===== config.mk =====
export PLATFORM = sky130hd
export DESIGN_NAME = core_ctrl_seq
export DESIGN_NICKNAME = d
export VERILOG_FILES = /design/src/rtl/core_ctrl_seq.sv
export SDC_FILE = /design/constraint.sdc
export NUM_CORES = 1
export LEC_CHECK = 0
export BUFFER_PORTS_ARGS = -buffer_cell sky130_fd_sc_hd__buf_2
export CAP_MARGIN = 20
export CORE_AREA = 2 2 96 79
export CTS_BUF_LIST = sky130_fd_sc_hd__clkbuf_8 sky130_fd_sc_hd__clkbuf_16
export CTS_CLUSTER_DIAMETER = 50
export DETAILED_ROUTE_END_ITERATION = 8
export DIE_AREA = 0 0 98 81
export PLACE_DENSITY = 0.68
export SLEW_MARGIN = 20
export SYNTH_ARGS = -nofsm -noshare
export SYNTH_HDL_FRONTEND = slang
export SYNTH_SLANG_ARGS = --single-unit

===== constraint.sdc =====
create_clock -name clk -period 4.5 [get_ports clk]
set_input_delay 1.125 -clock clk [delete_from_list [all_inputs] [get_ports clk]]
set_output_delay 1.125 -clock clk [all_outputs]
set_load 0.005 [all_outputs]

===== src/rtl/core_ctrl_seq.sv =====
// xRV32I pipeline sequencer: owns the PC and drives IF/ID, ID/EX flush/hold controls.
// Control outputs are combinational from state and requests; pc and counters update on the clock edge.
module core_ctrl_seq #(
    parameter logic [31:0] RST_ADDR     = 32'h0000_0000,
    parameter int          FLUSH_CYCLES = 1,
    parameter int          HOLD_TIMEOUT = 255
) (
    input  logic        clk,
    input  logic        rst,
    input  logic        jump_flag_in,
    input  logic [31:0] jump_addr_in,
    input  logic        hold_flag_ex_in,
    input  logic        hold_req_bus_in,
    output logic [31:0] pc_out,
    output logic        inst_valid_out,
    output logic        flush_out,
    output logic        hold_pc_out,
    output logic        hold_pipe_out,
    output logic        jump_misalign_out,
    output logic        hold_timeout_out
);

    typedef enum logic [1:0] {
        BOOT  = 2'd0,
        RUN   = 2'd1,
        FLUSH = 2'd2,
        HOLD  = 2'd3
    } state_t;

    localparam int             HW          = $clog2(HOLD_TIMEOUT + 1);
    localparam logic [HW-1:0]  HOLD_MAX    = HW'(HOLD_TIMEOUT);
    localparam logic [1:0]     FLUSH_LOAD  = 2'(FLUSH_CYCLES - 1);
    localparam bit             MULTI_FLUSH = (FLUSH_CYCLES > 1);

    state_t        state, state_nxt;
    logic [31:0]   pc, pc_nxt;
    logic [1:0]    flush_cnt, flush_cnt_nxt;
    logic [HW-1:0] hold_cnt, hold_cnt_nxt;
    logic          timeout_q;

    logic [31:0] jump_pc;
    logic [31:0] pc_inc;
    logic        any_hold;
    logic        held;

    assign jump_pc  = {jump_addr_in[31:2], 2'b00};
    assign pc_inc   = pc + 32'd4;
    assign any_hold = hold_req_bus_in | hold_flag_ex_in;

    always_ff @(posedge clk or posedge rst) begin
        if (rst) begin
            state     <= BOOT;
            pc        <= RST_ADDR;
            flush_cnt <= 2'd0;
            hold_cnt  <= '0;
            timeout_q <= 1'b0;
        end else begin
            state     <= state_nxt;
            pc        <= pc_nxt;
            flush_cnt <= flush_cnt_nxt;
            hold_cnt  <= hold_cnt_nxt;
            if (held && (hold_cnt_nxt == HOLD_MAX)) begin
                timeout_q <= 1'b1;
            end
        end
    end

    always_comb begin
        state_nxt         = state;
        pc_nxt            = pc;
        flush_cnt_nxt     = flush_cnt;
        inst_valid_out    = 1'b0;
        flush_out         = 1'b0;
        hold_pc_out       = 1'b0;
        hold_pipe_out     = 1'b0;
        jump_misalign_out = 1'b0;

        case (state)
            BOOT: begin
                hold_pc_out = 1'b1;
                state_nxt   = RUN;
            end

            RUN, HOLD, FLUSH: begin
                if (jump_flag_in) begin
                    // A taken jump restarts the bubble sequence from any active state.
                    flush_out         = 1'b1;
                    jump_misalign_out = |jump_addr_in[1:0];
                    pc_nxt            = jump_pc;
                    flush_cnt_nxt     = FLUSH_LOAD;
                    if (MULTI_FLUSH) begin
                        state_nxt = FLUSH;
                    end else if (hold_req_bus_in) begin
                        state_nxt = HOLD;
                    end else begin
                        state_nxt = RUN;
                    end
                end else if (state == FLUSH) begin
                    flush_out = 1'b1;
                    if (hold_req_bus_in) begin
                        hold_pc_out = 1'b1;
                    end else begin
                        pc_nxt        = pc_inc;
                        flush_cnt_nxt = (flush_cnt == 2'd0) ? 2'd0 : flush_cnt - 2'd1;
                        if (flush_cnt <= 2'd1) begin
                            state_nxt = RUN;
                        end
                    end
                end else if (any_hold) begin
                    hold_pc_out   = 1'b1;
                    hold_pipe_out = 1'b1;
                    state_nxt     = HOLD;
                end else if (state == RUN) begin
                    inst_valid_out = 1'b1;
                    pc_nxt         = pc_inc;
                end else begin
                    // Release cycle: the held pc is re-presented by the first RUN cycle.
                    state_nxt = RUN;
                end
            end

            default: begin
                state_nxt = BOOT;
            end
        endcase
    end

    assign held = hold_pc_out && ((state == RUN) || (state == HOLD));

    always_comb begin
        hold_cnt_nxt = '0;
        if (held) begin
            hold_cnt_nxt = (hold_cnt == HOLD_MAX) ? hold_cnt : hold_cnt + 1'b1;
        end
    end

    assign pc_out           = pc;
    assign hold_timeout_out = timeout_q;

endmodule


### Word level (Yosys, flattened, before mapping)

Cells that the tools add are included.

* register bits: 45
* input port bits: 37
* output and inout port bits: 38

* multiplexer cells: 37
* reduce and logical (&&, ||, !) cells: 12
* bitwise operators: 1
* order comparisons: 1
* eq/ne operators: 11
* add/sub/neg operators: 3

Operators with widths (number)
* two-way mux 32 bit: 5
* adder 32 x 3 -> 32 bit (second input constant): 1
* two-way mux 2 bit: 11
* two-way mux 1 bit: 17
* == test 8 bit (second input constant): 2
* two-way mux 8 bit: 2
* adder 8 x 1 -> 8 bit (second input constant): 1
* inequality test 4 bit (second input constant): 2
* AND reduction 3 bit: 2
* inequality test 5 bit (second input constant): 1
* == test 2 bit (second input constant): 2
* logical NOT 2 bit: 2
* case mux 2 bit (2 select lines): 1
* AND reduction 4 bit: 1
* inequality test 3 x 2 -> 1 bit (second input constant): 1
* inequality test 3 bit (second input constant): 1
* nonzero test 3 bit: 1
* OR reduction 3 bit: 1
* == test 2 x 1 -> 1 bit (second input constant): 1
* less-or-equal comparator 2 x 1 -> 1 bit (second input constant): 1
* logical AND 1 bit: 2
* inequality test 2 bit (second input constant): 1
* case mux 1 bit (2 select lines): 1
* nonzero test 2 bit: 1
* other kinds (4): 4

### Depth between registers and ports, before layout

Gate-level depths: netlist of the first run.

* word-level depth: 9
* depth in mapped cells: 7

### Worst setup path after synthesis of the first run

No wires, ideal clock.

* path kind: input port to output port
* start: input port jump_flag_in
* end: output port hold_pc_out
* arrival: 1962 ps
* buffers on the path: 3
* stages on the path: 4
* path slack: 1413 ps
* cells stage by stage: buf_2 clkbuf_1 clkbuf_1 o22ai_1

* cells in the longest elaborated chain, start to end: 2

RTL lines
* from (decl): RTL line 10 `input logic jump_flag_in,`
* two-way mux 1 bit: RTL line 85 `if (jump_flag_in) begin`
* case mux 1 bit (2 select lines): RTL line 78 `case (state)`
* to (decl): RTL line 17 `output logic hold_pc_out,`

No other way between the ends.

### Final worst setup path of the first run

* start: input port jump_flag_in
* end: output port flush_out

* cells in the longest elaborated chain, start to end: 2

RTL lines
* two-way mux 1 bit: RTL line 85
* two-way mux 1 bit: RTL line 78
* to (decl): RTL line 16 `output logic flush_out,`

No other way between the ends.

==> results of run 1 <==
final timing paths:
| path | start | endpoint | slack, ns |
|---|---|---|---|
| max in group asynchronous | rst | pc_out[19] | 3.15 |
| setup / recovery | jump_flag_in | flush_out | 1.05 |
| min in group asynchronous | rst | hold_timeout_out | 0.96 |
| setup reg to reg | pc_out[2] | pc_out[18] | 2.49 |
| hold reg to reg | hold_timeout_out | hold_timeout_out | 0.48 |
| hold / removal | hold_timeout_out | hold_timeout_out | 0.48 |
critical path, delay by kind of cell:
kind / cells / cell delay [ns]
AOI/OAI and AO/OA: 1 / 0.35
buffers and inverters: 4 / 0.83
layout make-up:
class / instances / share of cell area, %
Inverter: 7 / 0.820
Sequential cell: 43 / 33.6
Tap cell: 90 / 3.51
Multi-Input combinational cell: 244 / 47.4
Clock buffer: 5 / 2.15
Clock inverter: 3 / 0.390
Timing Repair Buffer: 76 / 12.2
cell usage in the layout, fill, tap and decap left out, drive strengths merged, types with 3 or more instances in the layout:
| cell type | instances |
|---|---|
| a311oi | 8 |
| clkbuf | 5 |
| nand3 | 17 |
| nor3 | 14 |
| o22ai | 10 |
| buf | 76 |
| nand2 | 22 |
| a31o | 3 |
| a211oi | 7 |
| and3 | 9 |
| a2bb2oi | 3 |
| mux2i | 3 |
| and2 | 4 |
| nand2b | 4 |
| inv | 9 |
| o2bb2ai | 6 |
| o21ai | 27 |
| dfrtp | 43 |
| nor2 | 29 |
| and4 | 8 |
| a21oi | 31 |
| or3 | 4 |
| nand4 | 7 |
metal layers:
metal	up-vias	track usage (%)	wire length (µm)
li1	1309	-	-
met3	11	4.56	450
met1	1260	28.4	3540
met4	0	4.44	119
met2	87	27.0	3160
met5	-	0	0
stage by stage:
| stage | area, µm² | hold WS, ns | power (mW) | worst slack [ns] | utilization (%) |
|---|---|---|---|---|---|
| finish | 3210 | 0.478 | 0.959 | 1.05 | 45.1 |
| global route | 3210 | 0.513 | 1.03 | 0.906 | 45.1 |
| CTS | 3210 | 0.485 | 0.964 | 1.03 | 45.1 |
| detailed placement | 3120 | 0.467 | 0.724 | 1.03 | 43.9 |
| global placement | 3120 | 0.469 | 0.719 | 1.08 | 43.9 |
| floorplan | 2740 | 0.462 | 0.626 | 1.41 | - |
cell families after synthesis:
kind of cell             after synthesis  share of synthesized area, %
AND/OR/NAND/NOR                      127                          26.7
AO/OA/AOI/OAI                        108                          25.9
flip-flops                            43                          39.3
buffers and inverters                 28                          5.26
multiplexers                           3                          1.10
adder cells (fa/ha/maj)                2                         0.915
XOR/XNOR                               2                         0.641
other                                  1                         0.137
state kept, by name (all words and copies together) (netlist names):
name / count
pc_out: 30
hold_cnt: 8
flush_cnt: 2
state: 2
hold_timeout_out: 1
power by group through the flow:
stage                     logic, mW  clock network (mW)  registers (mW)
after detailed placement      0.221                   0           0.504
final                         0.218               0.242           0.498
after CTS                     0.221               0.247           0.497
after global routing          0.248               0.271           0.507
after global placement        0.217                   0           0.502
after floorplan               0.134                   0           0.492
==> results.py, run 1 <==
metrics = {
    "clock_network": {
        "post_cts_resized": 0,
        "clockRootBuffer": "clkbuf_8",
        "cts_tree": "yes",
        "htree_levels": 2,
        "hold_buffers": 0,
        "clock_path_buffers": 2,
        "path_clk_slew_ns": 0.08,
        "numCtsBuffers": 5,
        "postCtsSetupBuffers": 0,
        "clk_latency_ns": 0.30,
        "cts.sinks": 43,
    },
    "timing": {
        "fin_skew_ns": 0.00522,
        "relSlewSlack_pct": 46.2,
        "slew_violations": 0,
        "worst_pin_slew_ns": 0.799,
        "fmax_mhz": 290,
        "setup-violations-final": 0,
        "finalHoldViolations": 0,
        "period_needed_ns": 3.45,
        "period_share_pct": 76.8,
        "rsz0062_at_grt": "false",
        "fin_tns_setup_ns": 0,
    },
    "min_path": {
        "hold_depth": 1,
        "min_path_type": "reg2reg",
    },
    "critical_path": {
        "cp_max_fo": 33,
        "r2r_cells": 6,
        "arrival_ns": 2.33,
        "critPathMaxStageDelay_ns": 0.35,
        "critPathLaunchType": "input pin",
        "cp_slowest_cell": "o21ai_0",
        "worstPathRequired_ns": 3.38,
        "crit_path_frequent_cell": "buf_2",
        "critPathKind": "in2out",
        "crit_path_end_kind": "output port",
        "crit_chain": "buf_2 > inv_1 > buf_4 > o21ai_0 > buf_2",
    },
    "final_layout": {
        "final_nets": 416,
        "final_cells": 468,
        "nFillCells": 712,
        "n_antenna_cell": 0,
        "seq_area_um2": 1080,
        "area_growth_pct": 17.2,
        "layout-drive-gt1-share_pct": 26.2,
        "multi_input_area_um2": 1520,
    },
    "logic_synthesis": {
        "ys_types": 54,
        "mappedNetlistArea_um2": 2740,
        "ys_ff_latch": 43,
        "synth-edff-count": 0,
        "ys_seq_area_share_pct": 39.3,
        "ys_top_cells_by_count": "dfrtp_1 (43), a21oi_1 (30), nor2_1 (27), o21ai_0 (27), nand2_1 (20)",
        "yosysMostFrequentCell": "dfrtp_1",
        "async_flop_share_pct": 100,
        "syn_area_per_cell_um2": 8.71,
        "synthTopCellsByArea": "dfrtp_1 (39%), a21oi_1 (5.5%), o21ai_0 (4.9%)",
        "synth_top_area_share_pct": 39.3,
        "synth_area_leader_cell": "dfrtp_1",
        "syn-instance-count": 314,
        "ys.flop_type": "dfrtp_1",
        "yosysWarnings": 0,
    },
    "power_and_ir_drop": {
        "powerDensity_nw_per_um2": 299,
        "p_int_uw": 636,
        "pwr-share-seq_pct": 52.0,
        "leakage_nw": 1.43,
        "swShare_pct": 33.7,
        "power_frac_clock_pct": 25.3,
        "irDropWorstVdd_mv": 0.107,
        "p_comb_share_pct": 22.8,
        "switching_power_uw": 323,
    },
    "die": {
        "io-pin-count": 75,
        "start_util_pct": 38.5,
        "rows": 28,
        "die_area_um2": 7940,
        "fp.dieH_um": 81,
        "core-area_um2": 7110,
        "die_w_um": 98,
    },
    "run": {
        "drv_cap": 0,
    },
    "routing": {
        "drt_iter0_drc": 121,
        "num_vias": 2667,
        "drc": 0,
        "wl_per_cell_um": 15.5,
        "firstDrtPassIters": 4,
        "antenna_left": 0,
        "avgViaCountPerCell": 5.70,
        "drt-total-wl_mm": 7.27,
    },
    "grt": {
        "overflow": 0,
        "antenna_found_initial": 0,
        "grt_usage_pct": 18.8,
        "grt_max_degree": 44,
        "grt_pass1_wl_mm": 12.1,
        "grt_pass1_vias": 2422,
    },
    "status": {
        "status": "complete, no violations",
    },
    "placement": {
        "gp_congestion": 0.843,
        "dp_hpwl_mm": 5.05,
        "placed_cells": 460,
        "port_buffers": 72,
    },
}
Power figures use the tool's default switching activity.
==> run 2: changes to the inputs <==
Clock period 4.5 ns to 3.4 ns, I/O delays scaled along.
==> run 2 against run 1 <==
  * Register-to-register slack got worse by 1.1 ns
  * Critical path depth is the same
  * Combinational power up 34%
  * Count of clock-buffer cells in the layout increased by 1
  * Wire length up 2.9%
  * Cell area is 1.6% higher
  * Utilization increased by 0.72 points
  * Largest cell class unchanged
==> results.py, run 2 (synthesized netlist as in run 1, its figures left out) <==
metrics = {
    "status": {
        "status": "complete, no violations",
    },
    "routing": {
        "antenna_left": 0,
        "drc": 0,
        "drt_iter0_drc": 210,
        "drt-total-wl_mm": 7.48,
        "avgViaCountPerCell": 5.72,
        "num_vias": 2689,
        "wl_per_cell_um": 15.9,
        "firstDrtPassIters": 5,
    },
    "final_layout": {
        "final_common_cell": "buf_2",
        "fin_util_pct": 45.8,
        "area_growth_pct": 19.1,
        "layout-drive-gt1-share_pct": 27.1,
        "n_antenna_cell": 0,
        "final_nets": 418,
        "nFillCells": 710,
        "final_cell_mix": "buf_2 (72), dfrtp_1 (43), a21oi_1 (30)",
        "largest_reg_flops": 30,
        "final_cells": 470,
    },
    "timing": {
        "fin_tns_setup_ns": 0,
        "slew_violations": 0,
        "fmax_mhz": 398,
        "finalHoldViolations": 0,
        "relSlewSlack_pct": 49.6,
        "setup-violations-final": 0,
        "fin_skew_ns": 0.00689,
        "period_needed_ns": 2.51,
        "period_share_pct": 73.9,
        "rsz0062_at_grt": "false",
        "worst_pin_slew_ns": 0.748,
    },
    "critical_path": {
        "arrival_ns": 1.66,
        "cp_max_fo": 4,
        "cp_slowest_cell": "or2_1",
        "critPathKind": "in2out",
        "crit_path_frequent_cell": "buf_2",
        "cp_top_family": "simple AND/OR/NAND/NOR gates",
        "worstPathRequired_ns": 2.55,
        "critPathMaxStageDelay_ns": 0.27,
        "crit_chain": "buf_2 > nand2b_1 > or2_1 > nor3_1 > buf_2",
        "critPathBufInv": 2,
        "critPathLaunchType": "input pin",
        "crit_path_end_kind": "output port",
    },
    "clock_network": {
        "clk_latency_ns": 0.31,
        "clock_path_buffers": 2,
        "postCtsSetupBuffers": 0,
        "path_clk_slew_ns": 0.09,
        "hold_buffers": 0,
        "htree_levels": 2,
        "cts_tree": "yes",
        "numCtsBuffers": 5,
        "clockRootBuffer": "clkbuf_8",
        "cts.sinks": 43,
        "post_cts_resized": 0,
    },
    "run": {
        "drv_cap": 0,
    },
    "die": {
        "die_area_um2": 7940,
        "die_w_um": 98,
        "core-area_um2": 7110,
        "io-pin-count": 75,
        "fp.dieH_um": 81,
        "start_util_pct": 38.5,
        "rows": 28,
    },
    "placement": {
        "dp_hpwl_mm": 5.34,
        "port_buffers": 72,
        "placed_cells": 462,
        "gp_congestion": 0.874,
    },
    "power_and_ir_drop": {
        "switching_power_uw": 436,
        "leakage_nw": 1.45,
        "p_comb_share_pct": 21.3,
        "irDropWorstVdd_mv": 0.162,
        "pwr-share-seq_pct": 47.8,
        "swShare_pct": 31.6,
        "p_int_uw": 943,
        "power_frac_clock_pct": 30.9,
        "powerDensity_nw_per_um2": 423,
    },
    "grt": {
        "grt_max_degree": 44,
        "grt_usage_pct": 19.3,
        "antenna_found_initial": 0,
        "grt_pass1_vias": 2395,
        "overflow": 0,
        "grt_pass1_wl_mm": 12.3,
    },
    "min_path": {
        "min_path_type": "reg2reg",
    },
}
run 2: cell count changes in the layout (fill, tap and decap cells not counted):
cell       change
buf_4          +2
inv_1          -2
bufinv_16      +1
clkbuf_8       +1
run 2: layout make-up:
cell class | instances | area [µm²] | area share, %
clock buffer | 6 | 82.6 | 2.54
clock inverter | 2 | 35.0 | 1.08
inverter | 7 | 26.3 | 0.807
multi-input combinational | 244 | 1520 | 46.6
sequential | 43 | 1080 | 33.0
tap | 90 | 113 | 3.46
timing repair buffer | 78 | 405 | 12.4
run 2: worst register-to-register path, stage by stage (launching register included):
cell	delay [ns]
dfrtp_1	0.46
ha_1	0.27
and3_1	0.24
and4_1	0.32
a311o_1	0.37
o311ai_1	0.10
a21oi_1	0.07
run 2: per-layer routing:
layer,track usage (%),share of wire [%],wire (µm),vias up
li1,-,-,-,1307
met1,29.0,48,3570,1269
met2,28.4,44,3320,104
met3,3.10,6.5,490,9
met4,6.25,1.4,106,0
met5,0,0,0,-
run 2: path summary, 6_finish.rpt:
| check | depth (start not counted) | slack, ns | startpoint | to |
|---|---|---|---|---|
| worst max-delay path | 5 | 0.89 | hold_flag_ex_in | inst_valid_out |
| worst min-delay path | 1 | 0.48 | hold_timeout_out | hold_timeout_out |
| worst max register to register | 6 | 1.43 | pc_out[2] | pc_out[22] |
| worst min register to register | 1 | 0.48 | hold_timeout_out | hold_timeout_out |
| max in group asynchronous | 3 | 2.34 | rst | pc_out[25] |
| min in group asynchronous | 3 | 0.67 | rst | hold_timeout_out |
run 2: stage by stage:
stage / setup WS [ns] / hold WS (ns) / instance area, µm² / power [mW]
6_report: 0.887 / 0.483 / 3260 / 1.38
5_1_grt: 0.806 / 0.506 / 3260 / 1.46
4_1_cts: 0.876 / 0.494 / 3260 / 1.39
3_5_place_dp: 0.695 / 0.474 / 3140 / 0.962
3_3_place_gp: 0.747 / 0.455 / 3140 / 0.954
2_1_floorplan: 0.863 / 0.462 / 2740 / 0.828
run 2: power by group through the flow:
stage / registers (mW) / clock network [mW] / logic, mW
final: 0.659 / 0.427 / 0.293
after floorplan: 0.651 / 0 / 0.177
after global routing: 0.671 / 0.456 / 0.331
after global placement: 0.665 / 0 / 0.289
after detailed placement: 0.667 / 0 / 0.295
after CTS: 0.658 / 0.437 / 0.296
